### config.mk
export PLATFORM = sky130hd
export DESIGN_NAME = lpif_tx_ingress
export DESIGN_NICKNAME = d
export VERILOG_FILES = /design/src/rtl/lpif_tx_ingress.sv
export SDC_FILE = /design/constraint.sdc
export NUM_CORES = 2
export LEC_CHECK = 0
export ABC_AREA = 0
export BUFFER_PORTS_ARGS = -buffer_cell sky130_fd_sc_hd__buf_2
export CAP_MARGIN = 20
export CORE_MARGIN = 4
export CORE_UTILIZATION = 30
export CTS_BUF_LIST = sky130_fd_sc_hd__clkbuf_16
export DETAILED_ROUTE_END_ITERATION = 8
export PLACE_DENSITY = 0.56
export SETUP_SLACK_MARGIN = 0.02
export SLEW_MARGIN = 40
export SYNTH_ARGS = -nofsm -noshare
export SYNTH_HDL_FRONTEND = slang
export SYNTH_SLANG_ARGS = --single-unit
### constraint.sdc
create_clock -name CLK -period 22.6 [get_ports CLK]
set_input_delay 1.13 -clock CLK [delete_from_list [all_inputs] [get_ports CLK]]
set_output_delay 1.13 -clock CLK [all_outputs]
set_load 0.01 [all_outputs]
### src/rtl/lpif_tx_ingress.sv
// LPIF TX ingress: beat FIFO toward the MAC framer, with an optional TLP
// framing checker compiled in when LPIF_TX_FRAME_CHECK_EN is defined.
module lpif_tx_ingress #(
    parameter int         DEPTH      = 4,
    parameter logic [3:0] ACTIVE_STS = 4'h1
) (
    input  logic                     CLK,
    input  logic                     lpreset,
    input  logic [3:0]               pl_state_sts,
    input  logic                     lp_irdy,
    input  logic [511:0]             lp_data,
    input  logic [63:0]              lp_valid,
    input  logic [63:0]              lp_tlpstart,
    input  logic [63:0]              lp_tlpend,
    input  logic [63:0]              lp_dlpstart,
    input  logic [63:0]              lp_dlpend,
    output logic                     pl_trdy,
    output logic                     tx_vld,
    input  logic                     tx_rdy,
    output logic [511:0]             tx_data,
    output logic [63:0]              tx_valid,
    output logic [63:0]              tx_tlpstart,
    output logic [63:0]              tx_tlpend,
    output logic [63:0]              tx_dlpstart,
    output logic [63:0]              tx_dlpend,
    output logic [$clog2(DEPTH):0]   level,
    output logic                     err_framing,
    output logic                     tlp_open
);

    localparam int AW = $clog2(DEPTH);
    localparam int LW = AW + 1;

    typedef struct packed {
        logic [511:0] data;
        logic [63:0]  valid;
        logic [63:0]  tlpstart;
        logic [63:0]  tlpend;
        logic [63:0]  dlpstart;
        logic [63:0]  dlpend;
    } beat_t;

    beat_t         mem [DEPTH];
    beat_t         in_beat;
    beat_t         head;
    logic [AW-1:0] wr_ptr;
    logic [AW-1:0] rd_ptr;
    logic [LW-1:0] level_q;
    logic          accept;
    logic          wr_en;
    logic          rd_en;

    assign in_beat = {lp_data, lp_valid, lp_tlpstart,
                      lp_tlpend, lp_dlpstart, lp_dlpend};

    // Ready depends only on the occupancy register and link state.
    assign pl_trdy = !lpreset
                   && (level_q != LW'(DEPTH))
                   && (pl_state_sts == ACTIVE_STS);

    assign accept = lp_irdy && pl_trdy;
    assign wr_en  = accept && (|lp_valid);
    assign tx_vld = (level_q != '0);
    assign rd_en  = tx_vld && tx_rdy;
    assign level  = level_q;

    always_ff @(posedge CLK or posedge lpreset) begin
        if (lpreset) begin
            wr_ptr  <= '0;
            rd_ptr  <= '0;
            level_q <= '0;
        end else begin
            if (wr_en)
                wr_ptr <= wr_ptr + 1'b1;
            if (rd_en)
                rd_ptr <= rd_ptr + 1'b1;
            unique case ({wr_en, rd_en})
                2'b10:   level_q <= level_q + 1'b1;
                2'b01:   level_q <= level_q - 1'b1;
                default: level_q <= level_q;
            endcase
        end
    end

    // Storage needs no reset; the head is masked whenever the FIFO is empty.
    always_ff @(posedge CLK) begin
        if (wr_en)
            mem[wr_ptr] <= in_beat;
    end

    assign head        = mem[rd_ptr];
    assign tx_data     = tx_vld ? head.data     : '0;
    assign tx_valid    = tx_vld ? head.valid    : '0;
    assign tx_tlpstart = tx_vld ? head.tlpstart : '0;
    assign tx_tlpend   = tx_vld ? head.tlpend   : '0;
    assign tx_dlpstart = tx_vld ? head.dlpstart : '0;
    assign tx_dlpend   = tx_vld ? head.dlpend   : '0;

`ifdef LPIF_TX_FRAME_CHECK_EN
    logic scan_err;
    logic scan_open;

    // Walk bytes low to high, carrying the open/closed TLP state along.
    always_comb begin
        scan_err  = 1'b0;
        scan_open = tlp_open;
        for (int i = 0; i < 64; i++) begin
            if ((lp_tlpstart[i] || lp_tlpend[i] ||
                 lp_dlpstart[i] || lp_dlpend[i]) && !lp_valid[i])
                scan_err = 1'b1;
            if (lp_tlpstart[i] && lp_tlpend[i])
                scan_err = 1'b1;
            if (lp_tlpstart[i] && scan_open)
                scan_err = 1'b1;
            if (lp_tlpend[i] && !scan_open)
                scan_err = 1'b1;
            scan_open = (scan_open || lp_tlpstart[i]) && !lp_tlpend[i];
        end
    end

    always_ff @(posedge CLK or posedge lpreset) begin
        if (lpreset) begin
            err_framing <= 1'b0;
            tlp_open    <= 1'b0;
        end else begin
            err_framing <= accept && scan_err;
            if (accept)
                tlp_open <= scan_open;
        end
    end
`else
    assign err_framing = 1'b0;
    assign tlp_open    = 1'b0;
`endif

endmodule

==> flow_metrics.py <==
metrics = {
    "timing": {
        "drv_slew": 0,
        "max_freq_mhz": 142,
        "period_minus_slack_ns": 7.05,
        "tightest_slew_ns": 0.872,
        "finalHoldViolations": 0,
        "max_slew_margin_pct": 41.8,
        "rsz0062_at_grt": "no",
        "min_period_over_period_pct": 31.2,
        "fin_skew_ns": 0.0611,
        "finalSetupTns_ns": 0,
        "finalSetupViolCount": 0,
    },
    "detailed_routing": {
        "totalWireLength_um": 370000,
        "wl_per_cell_um": 28.3,
        "first_iter_violations": 5693,
        "via_per_inst": 4.82,
        "route.detailed.drc": 0,
        "ant_nets": 0,
        "firstDrtPassIters": 5,
        "vias": 63000,
    },
    "worst_setup_path": {
        "r2r-start": "level[0]",
        "endpoint_kind": "output pin",
        "r2r_end": "mem[0][125]",
        "r2r_cells": 13,
        "path_class": "reg2out",
        "crit_family": "buffers and inverters",
        "worst_ep_arrival_time_ns": 5.92,
        "crit_buf_inv": 7,
        "worstSetupStartpointType": "register",
        "worstPathMaxFanout": 82,
        "cpMaxStageDelayCell": "buf_4",
        "crit_chain": "buf_12, buf_16, buf_6, buf_12, buf_4, buf_4, mux4_2, and2_1, buf_2",
        "slowest_delay_ns": 0.70,
        "reg2reg_setup_slack_ns": 16.47,
        "crit_required_ns": 21.47,
    },
    "power_and_ir_drop": {
        "clkPwrFrac_pct": 30.2,
        "p_sw_share_pct": 31.6,
        "switchingPower_w": 0.00578,
        "power.density_mw_per_mm2": 120,
        "p_int_w": 0.0125,
        "seqPwrFrac_pct": 37.6,
        "leakage_nw": 50.8,
        "comb_power_share_pct": 32.2,
        "total_power_w": 0.0183,
        "max-vdd-ir-drop_uv": 87.0,
    },
    "yosys": {
        "synth_top_family_by_area": "multiplexers",
        "yosys.area_share.adder_pct": 0.0656,
        "yosys_register_bits": 3335,
        "synth.avg_cell_area_sq_um": 23.6,
        "synthMuxAreaShare_pct": 14.9,
        "yosysSeqAreaShare_pct": 79.5,
        "yosys-top-cells-area": "edfxtp_1, mux4_2, and2_1",
        "netlist.area_leader.share_pct": 79.4,
        "syn-cell-area_sq_mm": 0.126,
        "yosys_warnings": 0,
        "syn_inst": 5335,
        "synthXorXnorAreaFrac_pct": 0.0417,
        "synthSimpleGateAreaFrac_pct": 4.30,
        "yosys.area.top_type": "edfxtp_1",
        "synth_compound_gate_area_share_pct": 0.0209,
        "synth_cell_types": 27,
    },
    "placed_design": {
        "hpwl_um": 255000,
        "dpl_cell_area_sq_mm": 0.141,
        "numPortBuffers": 1676,
        "place_congestion": 0.835,
    },
    "cells_and_area": {
        "syn2layout_area_growth_pct": 21.3,
        "final_common_cell": "edfxtp_1",
        "final_nets": 8048,
        "drive_gt1_share_pct": 41.5,
        "design_area_sq_mm": 0.153,
        "final_cell_mix": "edfxtp_1, buf_2, and2_1, mux4_2, clkbuf_16",
    },
    "floorplanning": {
        "dieArea_sq_mm": 0.430,
        "die_x_um": 656,
        "rows": 237,
        "initial_core_util_pct": 30.2,
        "die_h_um": 656,
        "ios": 1679,
        "design.core.area_sq_mm": 0.417,
    },
    "cts": {
        "cts-root-buf": "clkbuf_16",
        "cts_resized": 0,
        "cts-buffers-inserted": 352,
        "clk_pin_slew_ns": 0.06,
        "postCtsSetupRepairBufs": 0,
        "cts-htree-levels": 5,
        "clock_path_buffers": 4,
        "cts_hold_buf": 0,
        "cts_tree": "done",
        "clock_sinks": 3335,
        "clock_latency_ns": 0.94,
    },
    "global_route": {
        "grt_overflow": 0,
        "antenna_found_initial": 314,
        "grt_max_degree": 126,
        "grt_pass1_vias": 65200,
        "grt_usage_pct": 16.6,
        "grt_pass1_wl_um": 516000,
    },
    "min_path": {
        "hold_path.class": "in2async",
    },
    "outcome": {
        "status": "finished clean",
    },
    "job": {
        "drv_cap": 0,
    },
}
sequential cells by signal, summed over array words and instances, names as in the netlist:
register and cells:
rd_ptr 2, level 3, mem 3328, wr_ptr 2
cell type report:
class	count	area (sq um)
antenna	91	228
multi-input combinational	1713	24400
timing repair buffer	1793	9990
sequential	3335	100000
fill	38200	264000
inverter	7	26.3
tap	5497	6880
clock buffer	356	8910
clock inverter	284	2200
cells by family (layout without fill, tap and decap cells):
group                      Yosys count  count (layout)
AOI/OAI and AO/OA                    1               1
xor gates and xnor gates             6               6
adders and majority gates            6               6
buffers and inverters              288            2440
DFF                               3335            3335
muxes                              834             834
other                                1              93
and+or+nand+nor                    864             864
through the flow:
step	util [%]	instances	hold WS, ns	setup WS, ns
6_report	36.6	13100	0.238	15.55
5_1_grt	36.6	13000	0.163	14.91
4_1_cts	36.5	13000	0.125	15.07
3_5_place_dp	33.8	12300	0.546	14.94
3_3_place_gp	33.7	12300	0.514	13.85
2_1_floorplan	-	5336	0.535	0.243
synthesized netlist by cell type:
master,number
edfxtp_1,3328
and2_1,837
mux4_2,832
clkbuf_1,109
buf_2,97
buf_1,43
buf_6,29
nor4_1,16
dfrtp_1,7
inv_1,7
ha_1,5
nand4_1,4
buf_4,3
xnor2_1,3
xor2_1,3
a311oi_4,1
conb_1,1
fa_1,1
mux2_4,1
mux2i_1,1
nand2_1,1
nand2_2,1
nor2_1,1
nor2_4,1
nor4_2,1
or3_1,1
or4b_4,1
power by group through the flow:
stage                     logic, W  registers [W]  clock network [W]
final                      0.00589        0.00689            0.00553
after global routing       0.00624        0.00689            0.00595
after CTS                  0.00603        0.00689            0.00567
after detailed placement   0.00601        0.00702                  0
after global placement     0.00594        0.00705                  0
after floorplan            0.00338        0.00704                  0
per-layer routing:
metal,global-route usage [%],wire length (um),vias up
li1,-,-,26000
met1,19.5,137000,33400
met2,28.8,188000,2523
met3,5.37,30400,948
met4,5.29,13700,160
met5,0,1010,-
worst max-delay path by stage:
stage,endpoint,from,cells past startpoint
CTS,tx_tlpend[62],rd_ptr[0],8
global route,tx_tlpend[62],rd_ptr[0],9
floorplan,mem[0][0],lpreset,5
finish,tx_tlpend[62],rd_ptr[0],9
detailed placement,mem[0][541],lpreset,13
global placement,mem[0][541],lpreset,12
Power figures use the tool's default switching activity.
